--- src/rtl/lifo_stack.sv ---
// Synchronous LIFO stack with a two-edge registered pop path and registered full/empty.
// Define LIFO_ERR_FLAGS_EN to add sticky overflow (ovf) and underflow (udf) outputs.
module lifo_stack #(
    parameter int WIDTH = 8,
    parameter int DEPTH = 8
) (
    input  logic             clk,
    input  logic             rst,
    input  logic [WIDTH-1:0] in,
    input  logic             wn,
    input  logic             rn,
    output logic [WIDTH-1:0] out,
    output logic             full,
    output logic             empty
`ifdef LIFO_ERR_FLAGS_EN
    ,
    output logic             ovf,
    output logic             udf
`endif
);

    localparam int CW = $clog2(DEPTH + 1);
    localparam int AW = $clog2(DEPTH);
    localparam logic [CW-1:0] DEPTH_C = CW'(DEPTH);

    logic [WIDTH-1:0] mem_q [DEPTH];

    logic [CW-1:0]    count_q, count_d;
    logic             full_q, full_d;
    logic             empty_q, empty_d;
    logic [WIDTH-1:0] rd_q, rd_d;
    logic             rd_v_q, rd_v_d;
    logic [WIDTH-1:0] out_q, out_d;

    logic             push_do;
    logic             pop_do;
    logic [AW-1:0]    wr_idx;
    logic [AW-1:0]    rd_idx;

`ifdef LIFO_ERR_FLAGS_EN
    logic             ovf_q, ovf_d;
    logic             udf_q, udf_d;
`endif

    always_comb begin
        // Pop wins over push when both are requested in the same cycle.
        push_do = wn && !rn && !full_q;
        pop_do  = rn && !empty_q;
        wr_idx  = AW'(count_q);
        rd_idx  = AW'(count_q - CW'(1));

        count_d = count_q;
        if (pop_do) begin
            count_d = count_q - CW'(1);
        end else if (push_do) begin
            count_d = count_q + CW'(1);
        end

        full_d  = (count_d == DEPTH_C);
        empty_d = (count_d == '0);

        rd_v_d  = pop_do;
        rd_d    = pop_do ? mem_q[rd_idx] : rd_q;
        // out only moves when the stage register holds a freshly popped word.
        out_d   = rd_v_q ? rd_q : out_q;

`ifdef LIFO_ERR_FLAGS_EN
        ovf_d   = ovf_q | (wn && !rn && full_q);
        udf_d   = udf_q | (rn && empty_q);
`endif
    end

    always_ff @(posedge clk) begin
        if (!rst) begin
            count_q <= '0;
            full_q  <= 1'b0;
            empty_q <= 1'b1;
            rd_q    <= '0;
            rd_v_q  <= 1'b0;
            out_q   <= '0;
`ifdef LIFO_ERR_FLAGS_EN
            ovf_q   <= 1'b0;
            udf_q   <= 1'b0;
`endif
        end else begin
            count_q <= count_d;
            full_q  <= full_d;
            empty_q <= empty_d;
            rd_q    <= rd_d;
            rd_v_q  <= rd_v_d;
            out_q   <= out_d;
`ifdef LIFO_ERR_FLAGS_EN
            ovf_q   <= ovf_d;
            udf_q   <= udf_d;
`endif
        end
    end

    // Storage is deliberately left untouched by reset.
    always_ff @(posedge clk) begin
        if (rst && push_do) begin
            mem_q[wr_idx] <= in;
        end
    end

    assign out   = out_q;
    assign full  = full_q;
    assign empty = empty_q;
`ifdef LIFO_ERR_FLAGS_EN
    assign ovf   = ovf_q;
    assign udf   = udf_q;
`endif

endmodule

--- config.mk ---
export PLATFORM = sky130hd
export DESIGN_NAME = lifo_stack
export DESIGN_NICKNAME = d
export VERILOG_FILES = /design/src/rtl/lifo_stack.sv
export SDC_FILE = /design/constraint.sdc
export NUM_CORES = 1
export LEC_CHECK = 0
export CORE_MARGIN = 2
export CORE_UTILIZATION = 56
export CTS_CLUSTER_SIZE = 25
export DETAILED_ROUTE_END_ITERATION = 12
export DONT_BUFFER_PORTS = 1
export MAX_ROUTING_LAYER = met4
export PLACE_DENSITY_LB_ADDON = 0.12
export SETUP_SLACK_MARGIN = 0.2
export SYNTH_ARGS = -nofsm -noshare
export SYNTH_HDL_FRONTEND = slang
export SYNTH_SLANG_ARGS = --single-unit
--- constraint.sdc ---
create_clock -name clk -period 4.8 [get_ports clk]
set_clock_uncertainty 0.2 [all_clocks]
set_input_delay 0.48 -clock clk [delete_from_list [all_inputs] [get_ports clk]]
set_output_delay 0.48 -clock clk [all_outputs]
set_load 0.005 [all_outputs]
Word level (Yosys, flattened, before mapping)
Memories as Yosys holds them, arrays and structs flattened. A register that Yosys moved wholly into a read port is not among the register bits.
Cells that the tools add are included.
W data, S select, Z words.
Storage, ports and cells
  register bits after elaboration: 15
  bits in writable memories: 64
  input port bits: 12
  output and inout bits: 10
  word-level logic and storage cells: 22
  memories kept: 1
Memories
  mem_q: depth 8, bits a word 8, rd ports 1, clocked after Yosys merged registers in 1, wr ports 1, RTL line 26  | logic [WIDTH-1:0] mem_q [DEPTH];
Cells by class
  add/sub/neg operators: 2
  equal/unequal tests: 1
  mux-type cells: 4
  reductions and logical operators: 9
Operator list (count)
  $mux W4: 2
  $add A4 B1 Y4 const B: 1
  $eq A4 B4 Y1 const B: 1
  $logic_and A1 B1 Y1: 4
  $logic_not A1 Y1: 4
  $logic_not A4 Y1: 1
  $sub A4 B1 Y4 const B: 1
  $mux W1: 2

Longest topological paths before layout
  depth in word-level cells: 6
  mapped depth: 7

Worst setup path after synthesis
Ideal clock, no wire load.
  path kind: input port to flip-flop
  start point: input rn
  end point: memory mem_q[0][0], enable pin
  arrival time: 1617 ps
  required time: 4217 ps
  path slack: 2600 ps
  stages on the path: 3
  cells stage by stage: nor3b_4 > nand3_1 > nor3_1
Between the ends
  word-level cells in the longest chain between the ends: 6
Ends and longest elaborated chain
  start, declared: RTL line 11  | input logic rn,
  $logic_not A1 Y1: RTL line 47  | push_do = wn && !rn && !full_q;
  $logic_and A1 B1 Y1 (2 in a row): RTL line 47
  $logic_and A1 B1 Y1: RTL line 101  | if (rst && push_do) begin
  $mux W1: RTL line 101
  $mux W1 (implied by the code): RTL line 102  | mem_q[wr_idx] <= in;
  end, declared: RTL line 26
Every way passes these cells.

Final worst setup path
  start point: register count_q[1]
  end point: register empty_q, in the netlist empty
Between the ends
  word-level cells in the longest chain between the ends: 4
Ends and longest elaborated chain
  start, declared: RTL line 28  | logic [CW-1:0] count_q, count_d;
  start signal, assigned: RTL line 86  | count_q <= count_d;
  $add A4 B1 Y4: RTL line 56  | count_d = count_q + CW'(1);
  $mux W4: RTL line 55  | end else if (push_do) begin
  $mux W4 (*): RTL line 53  | if (pop_do) begin
  $logic_not A4 Y1 (*): RTL line 60  | empty_d = (count_d == '0);
  end signal, assigned: RTL line 88  | empty_q <= empty_d;
  end, declared: RTL line 30  | logic empty_q, empty_d;
Mark *: on every way between the ends. The rest lies on a longest branch, timed or not.
A chain may end at the register's enable or synchronous reset.

==> results.md <==
* IO Pins at 22
* Post-synth EDFFs at between 60 and 70
* Warnings from Yosys at 0
* Pwr per Cell Area at 424 mW/mm^2
* Routed WL per cell at 19.8 um
* Fin cells at 285
* Clk root buf: clkbuf_8
* Adder-Cell Fraction of Synth Area at 0.00741
* Syn Std Cell Area at ~0.0034 mm^2
* Crit-path slowest cell: ha_1
* Simple logic cell fraction of the synthesized area at 0.0675
* Starting Density at 0.574
* CTS tree: built
* Final Setup Violations at 0
* Initial antenna violation count at 0
* Post-synthesis area per instance at 17.0 um^2
* Achievable Freq at 0.391 GHz
* Worst slew pin tran at roughly 1.1 ns
* Worst path max stage delay at between 0.8 and 0.9 ns
* Combinational family with the most area after synthesis: multiplexers
* Final Hold Viols at 0
* Buffers added on ports at 0
* Synth Area in Compound Gates at 0.0441
* Final antenna-violating net count at 0
* Grt total ovfl at 0
* Commonest non-fill, non-tap cells in the layout: edfxtp_1, dfxtp_1, nor2_1
* Post-Synth XOR/XNOR Area at 0.0100
* Combinational share of power at 0.128
* HP Class: in -> reg
* First-pass GRT wire length at 8510 um
* Yosys cell types at 34
* H-Tree Depth at 3
* Post-Place Setup Slack at 2.14 ns
* CORE AREA at approximately 0.006 mm^2
* Largest net degree at the start of global routing at 24
* Vias in the first global route at ~1.6k
* P_sw at 0.361 mW
* Dominant synthesized flop cell: edfxtp_1
* Sequential element share of the synthesized area at 0.706
* Final Max Tran Viols at 0
* Die Area at 0.00667 mm^2
* Die height at 81.6 um
* Synth area leader: edfxtp_1
* Vias per Instance at 5.82
* Sequential share of power at 0.555
* Cell count after synthesis at 198
* CP startpoint kind: flop
* Critical Path, Cell by Cell: inv_1 -> ha_1 -> mux2_1 -> a21oi_1 -> o31ai_2
* 1st-iter DRT viols at 148
* CP max FO at 18
* Synth top area cells: edfxtp_1, dfxtp_1, mux4_2
* Worst hold margin at 0.0266 ns
* Critical path type: reg -> reg
* Setup TNS at 0 ns
* Leakage at ~1.2 nW
* Commonest non-fill, non-tap cell in the layout: edfxtp_1
* Period utilization at 0.532
* Gates resized, CTS repair at 0
* GRT Resource Usage Total at 0.195
* Layout cell share with drive strength beyond 1 at 0.176
* Peak supply drop at around 0.26 mV
* Worst EP required at 4.84 ns
* TritonCTS buffer count at 9
* Drt pass-1 iters at 4
* RSZ-0062 raised after global routing: no
* Max clock buf depth at 2
* Overall via count from detail_route at 1658
* Max_cap viols at 0
* Insertion delay to the later sink of the worst-skew pair at 0.34 ns
* Number of register bits inferred by synthesis at 87
* Dpl cells at 264
* CP Data Arrival Time at 2.59 ns
* Pint at 1.19 mW
* # DRC at 0
* Post-synthesis mux area share at 0.140
* Final WL at 5640 um
* Nets at 219
* Synth Net Count at roughly 210
* Max_slew headroom at 0.246
* Share of the synthesized area in the top cell type at 0.569
* Final min period at between 2 and 3 ns
* # diodes at 0
* Switch share at 0.233
* Clock share of power at 0.317
* RePlAce Congestion at 0.796
* Clock sink count at 87
* Ys async rst share at 0
* CP Capture Type: flop
* Num rows at 28
* Post-DP HPWL at 3510 um
* Status: finished clean
* Clk slew on worst S/H paths at 0.08 ns
* Layout area overhead at 8.19%
* Die Span X at 81.6 um
* Final setup margin at 2.24 ns
-- registers in the layout, indices dropped and copies added, names as in the netlist --
name,flops
mem_q,64
out,8
rd_q,8
count_q,4
empty,1
full,1
rd_v_q,1
-- per-layer routing --
metal,track usage,vias to the layer above,part of all wire
li1,-,778,-
met1,0.245,823,0.43
met2,0.292,47,0.50
met3,0.0527,10,0.057
met4,0.107,0,0.017
met5,-,-,0
-- cell usage after synthesis, types with 2 or more instances --
cell type / instances
and2_1: 2
mux2i_1: 10
nor2b_1: 4
buf_4: 2
mux4_2: 16
nand3_1: 2
nor3_1: 2
clkbuf_1: 3
buf_6: 3
nor2_1: 19
o21ai_0: 9
dfxtp_1: 23
nand2_1: 4
nand2b_1: 2
buf_2: 3
o22ai_1: 8
ha_1: 2
and3_1: 3
inv_1: 3
edfxtp_1: 64
-- through the flow --
step           cell area [um^2]   util  power, mW
6_report                   3650  0.621       1.55
5_1_grt                    3650  0.621       1.61
4_1_cts                    3610  0.614       1.56
3_5_place_dp               3410  0.579       1.07
3_3_place_gp               3410  0.579       1.06
2_1_floorplan              3380      -       1.04
-- final cells by class --
| cell class | instances | area (um^2) |
|---|---|---|
| timing repair buffer | 7 | 65.1 |
| inverter | 3 | 11.3 |
| tap | 75 | 93.8 |
| sequential | 87 | 2380 |
| multi-input combinational | 97 | 907 |
| clock inverter | 3 | 43.8 |
| clock buffer | 13 | 149 |
| fill | 446 | 2230 |
-- timing repair --
action / CTS / global route
hold buffers: 1 / 4
setup buffers: 0 / 0
hold endpoints to repair: 1 / 9
setup endpoints to repair: 0 / 0
-- cell families after synthesis --
kind of cell	after synthesis
mux	27
compound gates	22
buf+inv	14
flops	87
fa+ha+maj	2
simple gates	43
xor+xnor	3
-- critical path: cells and delay by family (launching register included) --
| kind | cells | cell delay, ns |
|---|---|---|
| adders and majority gates | 1 | 0.85 |
| buffers and inverters | 1 | 0.13 |
| AOI/OAI and AO/OA | 2 | 0.36 |
| DFF | 1 | 0.49 |
| muxes | 1 | 0.41 |
-- path summary, 6_finish.rpt --
kind	from	endpoint	slack (ns)	depth (start not counted)
setup / recovery	count_q[1]$_SDFF_PN0_	empty$_SDFF_PN1_	2.24	5
hold / removal	in[1]	mem_q[6][1]$_DFFE_PP_	0.03	0
setup reg to reg	count_q[1]$_SDFF_PN0_	empty$_SDFF_PN1_	2.24	5
hold reg to reg	rd_q[4]$_SDFFE_PN0P_	out[4]$_SDFFE_PN0P_	0.30	2
-- power by group through the flow --
stage	Sequential, mW	Combinational [mW]	Clock, mW
2_1_floorplan	0.866	0.175	0
3_3_place_gp	0.874	0.191	0
3_5_place_dp	0.876	0.196	0
4_1_cts	0.859	0.199	0.503
5_1_grt	0.862	0.215	0.533
6_report	0.859	0.198	0.491
No activity file was read; power rests on OpenSTA's default activity.
